===== config.mk =====
export PLATFORM = sky130hd
export DESIGN_NAME = seq_pattern_tx
export DESIGN_NICKNAME = d
export VERILOG_FILES = /design/src/rtl/seq_pkg.sv /design/src/rtl/seq_shift_reg.sv /design/src/rtl/seq_pattern_tx.sv
export SDC_FILE = /design/constraint.sdc
export NUM_CORES = 1
export LEC_CHECK = 0
export ABC_AREA = 1
export CAP_MARGIN = 20
export CORE_MARGIN = 4
export CORE_UTILIZATION = 25
export CTS_CLUSTER_DIAMETER = 40
export DETAILED_ROUTE_END_ITERATION = 10
export PLACE_DENSITY = 0.46
export SYNTH_ARGS = -nofsm -noshare
export SYNTH_HDL_FRONTEND = slang
export SYNTH_HIERARCHICAL = 1
export SYNTH_SLANG_ARGS = --single-unit

===== constraint.sdc =====
create_clock -name clk -period 2.7 [get_ports clk]
set_input_delay 0.54 -clock clk [delete_from_list [all_inputs] [get_ports clk]]
set_output_delay 0.54 -clock clk [all_outputs]
set_load 0.02 [all_outputs]

===== src/rtl/seq_pkg.sv =====
// seq_pkg: shared definitions for the serial pattern transmitter.
//   ST_IDLE/ST_SHIFT/ST_GAP/ST_DONE : FSM state encodings
//   seq_state_e                     : FSM state type built on those encodings
//   SEQ_PAT_100                     : default 3-bit pattern recognised by the detector
package seq_pkg;

  localparam logic [1:0] ST_IDLE  = 2'd0;
  localparam logic [1:0] ST_SHIFT = 2'd1;
  localparam logic [1:0] ST_GAP   = 2'd2;
  localparam logic [1:0] ST_DONE  = 2'd3;

  typedef enum logic [1:0] {
    S_IDLE  = ST_IDLE,
    S_SHIFT = ST_SHIFT,
    S_GAP   = ST_GAP,
    S_DONE  = ST_DONE
  } seq_state_e;

  localparam logic [2:0] SEQ_PAT_100 = 3'b100;

endpackage


===== src/rtl/seq_shift_reg.sv =====
// seq_shift_reg: holds the captured pattern and walks a bit index from len_m1
// down to 0. On the step after bit 0 the index wraps to the captured length so
// a repeat starts without reloading from the (possibly changed) inputs.
// Ports:
//   clk, rst  : clock, synchronous active-high reset (clears pattern and index)
//   load      : capture pat_data and len_m1, point at bit len_m1
//   shift     : advance to the next lower bit (wrap after bit 0)
//   pat_data  : pattern to capture
//   len_m1    : pattern length minus 1
//   cur_bit   : pattern bit at the current index
//   last      : current index is bit 0
module seq_shift_reg
  import seq_pkg::*;
#(
  parameter int PAT_W = 8,
  parameter int LEN_W = 3
) (
  input  logic             clk,
  input  logic             rst,
  input  logic             load,
  input  logic             shift,
  input  logic [PAT_W-1:0] pat_data,
  input  logic [LEN_W-1:0] len_m1,
  output logic             cur_bit,
  output logic             last
);

  logic [PAT_W-1:0] pat_q;
  logic [LEN_W-1:0] len_q;
  logic [LEN_W-1:0] idx_q;

  always_ff @(posedge clk) begin
    if (rst) begin
      pat_q <= '0;
      len_q <= '0;
      idx_q <= '0;
    end else if (load) begin
      pat_q <= pat_data;
      len_q <= len_m1;
      idx_q <= len_m1;
    end else if (shift) begin
      idx_q <= (idx_q == '0) ? len_q : idx_q - 1'b1;
    end
  end

  assign cur_bit = pat_q[idx_q];
  assign last    = (idx_q == '0);

endmodule


===== src/rtl/seq_pattern_tx.sv =====
// seq_pattern_tx: serial bit-pattern transmitter feeding the sequence detector.
// Sends a captured 1..PAT_W-bit pattern MSB-first, one bit per enabled cycle,
// rep+1 times, then pulses done for one enabled cycle.
// Optional feature: define SEQTX_GAP_EN to insert GAP_CYC idle cycles between
// repeats (busy stays high, x_valid low) so the detector can return to S0.
// Ports:
//   clk, rst  : clock, synchronous active-high reset (any state -> IDLE)
//   ena       : cycle qualifier; all state holds while low
//   start     : transfer request, honoured only in IDLE
//   pat_data  : pattern, bit len_m1 sent first, bit 0 last
//   len_m1    : pattern length minus 1
//   rep       : number of extra repeats
//   x_out     : serial bit (0 when x_valid is low)
//   x_valid   : x_out carries a pattern bit
//   busy      : transfer in progress
//   done      : one-cycle completion pulse
module seq_pattern_tx
  import seq_pkg::*;
#(
  parameter int PAT_W   = 8,
  parameter int LEN_W   = 3,
  parameter int CNT_W   = 4,
  parameter int GAP_CYC = 2
) (
  input  logic             clk,
  input  logic             rst,
  input  logic             ena,
  input  logic             start,
  input  logic [PAT_W-1:0] pat_data,
  input  logic [LEN_W-1:0] len_m1,
  input  logic [CNT_W-1:0] rep,
  output logic             x_out,
  output logic             x_valid,
  output logic             busy,
  output logic             done
);

  seq_state_e       state_q, state_d;
  logic [CNT_W-1:0] rep_q;
  logic             load, shift, rep_dec;
  logic             cur_bit, last;

`ifdef SEQTX_GAP_EN
  localparam int GAP_W = (GAP_CYC > 1) ? $clog2(GAP_CYC) : 1;
  logic [GAP_W-1:0] gap_q;
  logic             gap_load;
`endif

  seq_shift_reg #(
    .PAT_W (PAT_W),
    .LEN_W (LEN_W)
  ) u_shift (
    .clk      (clk),
    .rst      (rst),
    .load     (load),
    .shift    (shift),
    .pat_data (pat_data),
    .len_m1   (len_m1),
    .cur_bit  (cur_bit),
    .last     (last)
  );

  always_comb begin
    state_d = state_q;
    load    = 1'b0;
    shift   = 1'b0;
    rep_dec = 1'b0;
`ifdef SEQTX_GAP_EN
    gap_load = 1'b0;
`endif
    case (state_q)
      S_IDLE: begin
        if (ena && start) begin
          load    = 1'b1;
          state_d = S_SHIFT;
        end
      end
      S_SHIFT: begin
        if (ena) begin
          // The shift register wraps its index on its own after bit 0, so a
          // repeat needs no reload here; only the counter and state change.
          shift = 1'b1;
          if (last) begin
            if (rep_q != '0) begin
              rep_dec = 1'b1;
`ifdef SEQTX_GAP_EN
              gap_load = 1'b1;
              state_d  = S_GAP;
`endif
            end else begin
              state_d = S_DONE;
            end
          end
        end
      end
`ifdef SEQTX_GAP_EN
      S_GAP: begin
        if (ena && gap_q == '0) state_d = S_SHIFT;
      end
`endif
      S_DONE: begin
        if (ena) state_d = S_IDLE;
      end
      default: state_d = S_IDLE;
    endcase
  end

  always_ff @(posedge clk) begin
    if (rst) begin
      state_q <= S_IDLE;
      rep_q   <= '0;
    end else begin
      state_q <= state_d;
      if (load)         rep_q <= rep;
      else if (rep_dec) rep_q <= rep_q - 1'b1;
    end
  end

`ifdef SEQTX_GAP_EN
  // Counts down from GAP_CYC-1; the gap ends on the enabled edge that sees 0.
  always_ff @(posedge clk) begin
    if (rst) begin
      gap_q <= '0;
    end else if (gap_load) begin
      gap_q <= GAP_W'(GAP_CYC - 1);
    end else if (state_q == S_GAP && ena && gap_q != '0) begin
      gap_q <= gap_q - 1'b1;
    end
  end
`endif

  assign x_valid = (state_q == S_SHIFT);
  assign x_out   = x_valid & cur_bit;
  assign busy    = (state_q == S_SHIFT) || (state_q == S_GAP);
  assign done    = (state_q == S_DONE);

endmodule


==> qor.csv <==
metric,value,unit
DIE AREA,5910,um^2
skew final,0.00927,ns
Clk pwr share,0.211,
post_cts resized,0,
Die W,76.8,um
largest fanout on the critical path,7,
Synth Cell Area,1180,um^2
Setup TNS,0,ns
synth top area cells,"dfxtp_1 34%, nand2_1 13%, nor2_1 13%",
unrepaired setup endpoints after global routing,false,
#FFs+latches synth,20,
Layout area overhead,29.5,%
Rows,24,
Yosys top cell area share,0.338,
Synth Instances,187,
pwr dens,915,nW/um^2
first drt pass iteration count,4,
Worst slew margin,0.720,
Final HPWL DP,1.99,mm
minimum clock period,2.35,ns
number of global-route vias before repair,1002,
Combinational Power Share,0.488,
via/cell ratio,4.25,
Max Cap Viol,0,
Finished Cell Area,1530,um^2
WL/cell,9.74,um
P_int,0.842,mW
clk buf depth,2,
ant diodes,0,
Nets,239,
status,finished clean,
Worst setup SP type,flip-flop,
post-synthesis sequential area ratio,0.338,
Die Y,76.8,um
IO Port Bufs,22,
Post-Syn Nets,213,
Net Sw Power,0.561,mW
post-synth top area cell,dfxtp_1,
CP required,2.16,ns
total CTS buffers,3,
CTS Hold Buffers Added,0,
Crit. End Element,output port,
HP Class,reg -> reg,
DRT iter0 DRCs,32,
first-pass GRT wire length,4.36,mm
Worst-Margin Slew,0.419,ns
Arrival @ worst endpoint,1.81,ns
H-tree depth,1,
largest net degree at the start of global routing,14,
share of cells above drive strength 1,0.0755,
Clock Sink Count,20,
Post-DP Area,1460,um^2
CTS tree,yes,
Power Total,1.40,mW
routed wire length,2.57,mm
post-CTS setup buffer count,0,
yosys warns,6,
clock network latency to the later pin of the worst-skew pair,0.26,ns
GRT Total Usage,0.0891,
clk root buf,clkbuf_8,
Detail Route Antenna Nets,0,
Worst-path clk slew,0.08,ns
post-synth cell types,18,
Crit Path Class,reg -> out,
pins over their slew limit,0,
Sequential Power Share,0.301,
core region area,4470,um^2
Final Hold Fails,0,
grt ovf,0,
via count,1123,
hold_ws,0.469,ns
LEAKAGE,0.750,nW
Worst IR Drop VDD,0.276,mV
Initial Util,0.265,
Top Ports,23,
initial antenna violation count,0,
# DRC,0,
GP Congestion,0.773,
switch share,0.400,
maximum operating frequency,0.426,GHz
Final period util,0.870,
Final setup violation count,0,
Mapped Avg Cell Area,6.34,um^2
[cell type report]
type	instances	area (um^2)
Clock buffer	3	41.3
Tap cell	52	65.1
Inverter	31	118
Fill cell	506	2940
Clock inverter	1	30.0
Sequential cell	20	400
Multi-Input combinational cell	134	652
Timing Repair Buffer	23	228
[kinds of logic after synthesis]
kind of cell	count (synthesis)	share of synthesized area
flip-flops	20	0.338
adder cells (fa/ha/maj)	7	0.0739
AO/OA/AOI/OAI	26	0.112
AND/OR/NAND/NOR	101	0.364
buffers and inverters	33	0.112
[critical path: stages, from the launching register on]
cell and delay [ns]:
dfxtp_1 0.44, nor2_1 0.08, nor2_1 0.09, o21ai_0 0.10, nand2_1 0.07, nand2_1 0.04, nand2_1 0.05, nand2_1 0.05
inv_1 0.05, clkdlybuf4s50_1 0.59
[flip-flops by register name, summed over array words and instances, names as in the netlist]
register,count
u_shift/idx_q,3
u_shift/len_q,3
state_q,2
rep_q,4
u_shift/pat_q,8
[Yosys cell counts, drive strengths merged]
master,n
nand2,44
nor2,42
inv,30
dfxtp,20
o21ai,16
nand3,14
a21oi,9
ha,7
buf,2
a21boi,1
clkinv,1
nand4,1
[power by group through the flow]
stage                     registers, mW  clock network, mW  logic (mW)
after CTS                         0.423              0.307       0.696
after global placement            0.431                  0       0.697
after global routing              0.435              0.320       0.790
after floorplan                   0.415                  0       0.524
final                             0.422              0.297       0.685
after detailed placement          0.429                  0       0.691
[per-layer routing]
layer  GRT usage  up-vias  wire (um)
met4      0.0326        0         23
met5           0        -          0
met1       0.122      470       1360
li1            -      629          -
met2       0.134       22       1040
met3      0.0222        2        153
[placed cells by master, fill, tap and decap left out]
| cell | count |
|---|---|
| nor2_2 | 1 |
| inv_1 | 27 |
| nand3_1 | 11 |
| nand4_1 | 1 |
| nand2_1 | 41 |
| nand3_4 | 1 |
| a21boi_0 | 1 |
| o21ai_1 | 1 |
| inv_2 | 3 |
| buf_4 | 1 |
| ha_1 | 7 |
| clkinv_2 | 1 |
| o21ai_0 | 15 |
| nand3_2 | 2 |
| clkdlybuf4s50_1 | 22 |
| nand2_2 | 3 |
| a21oi_1 | 9 |
| dfxtp_1 | 20 |
| bufinv_16 | 1 |
| clkbuf_8 | 3 |
| nor2_1 | 41 |
[worst paths after layout]
| kind | startpoint | to | slack (ns) | depth (start not counted) |
|---|---|---|---|---|
| setup / recovery | u_shift/idx_q[0] | x_out | 0.35 | 9 |
| hold / removal | u_shift/len_q[2] | u_shift/len_q[2] | 0.47 | 2 |
| setup reg to reg | state_q[0] | u_shift/idx_q[2] | 0.97 | 9 |
| hold reg to reg | u_shift/len_q[2] | u_shift/len_q[2] | 0.47 | 2 |
[through the flow]
stage	setup WS [ns]	std cells	utilization
finish	0.350	264	0.343
global route	0.121	264	0.343
CTS	0.326	264	0.343
detailed placement	0.506	260	0.327
global placement	0.519	260	0.327
floorplan	1.23	187	-
(Power assumes the default switching activity.)
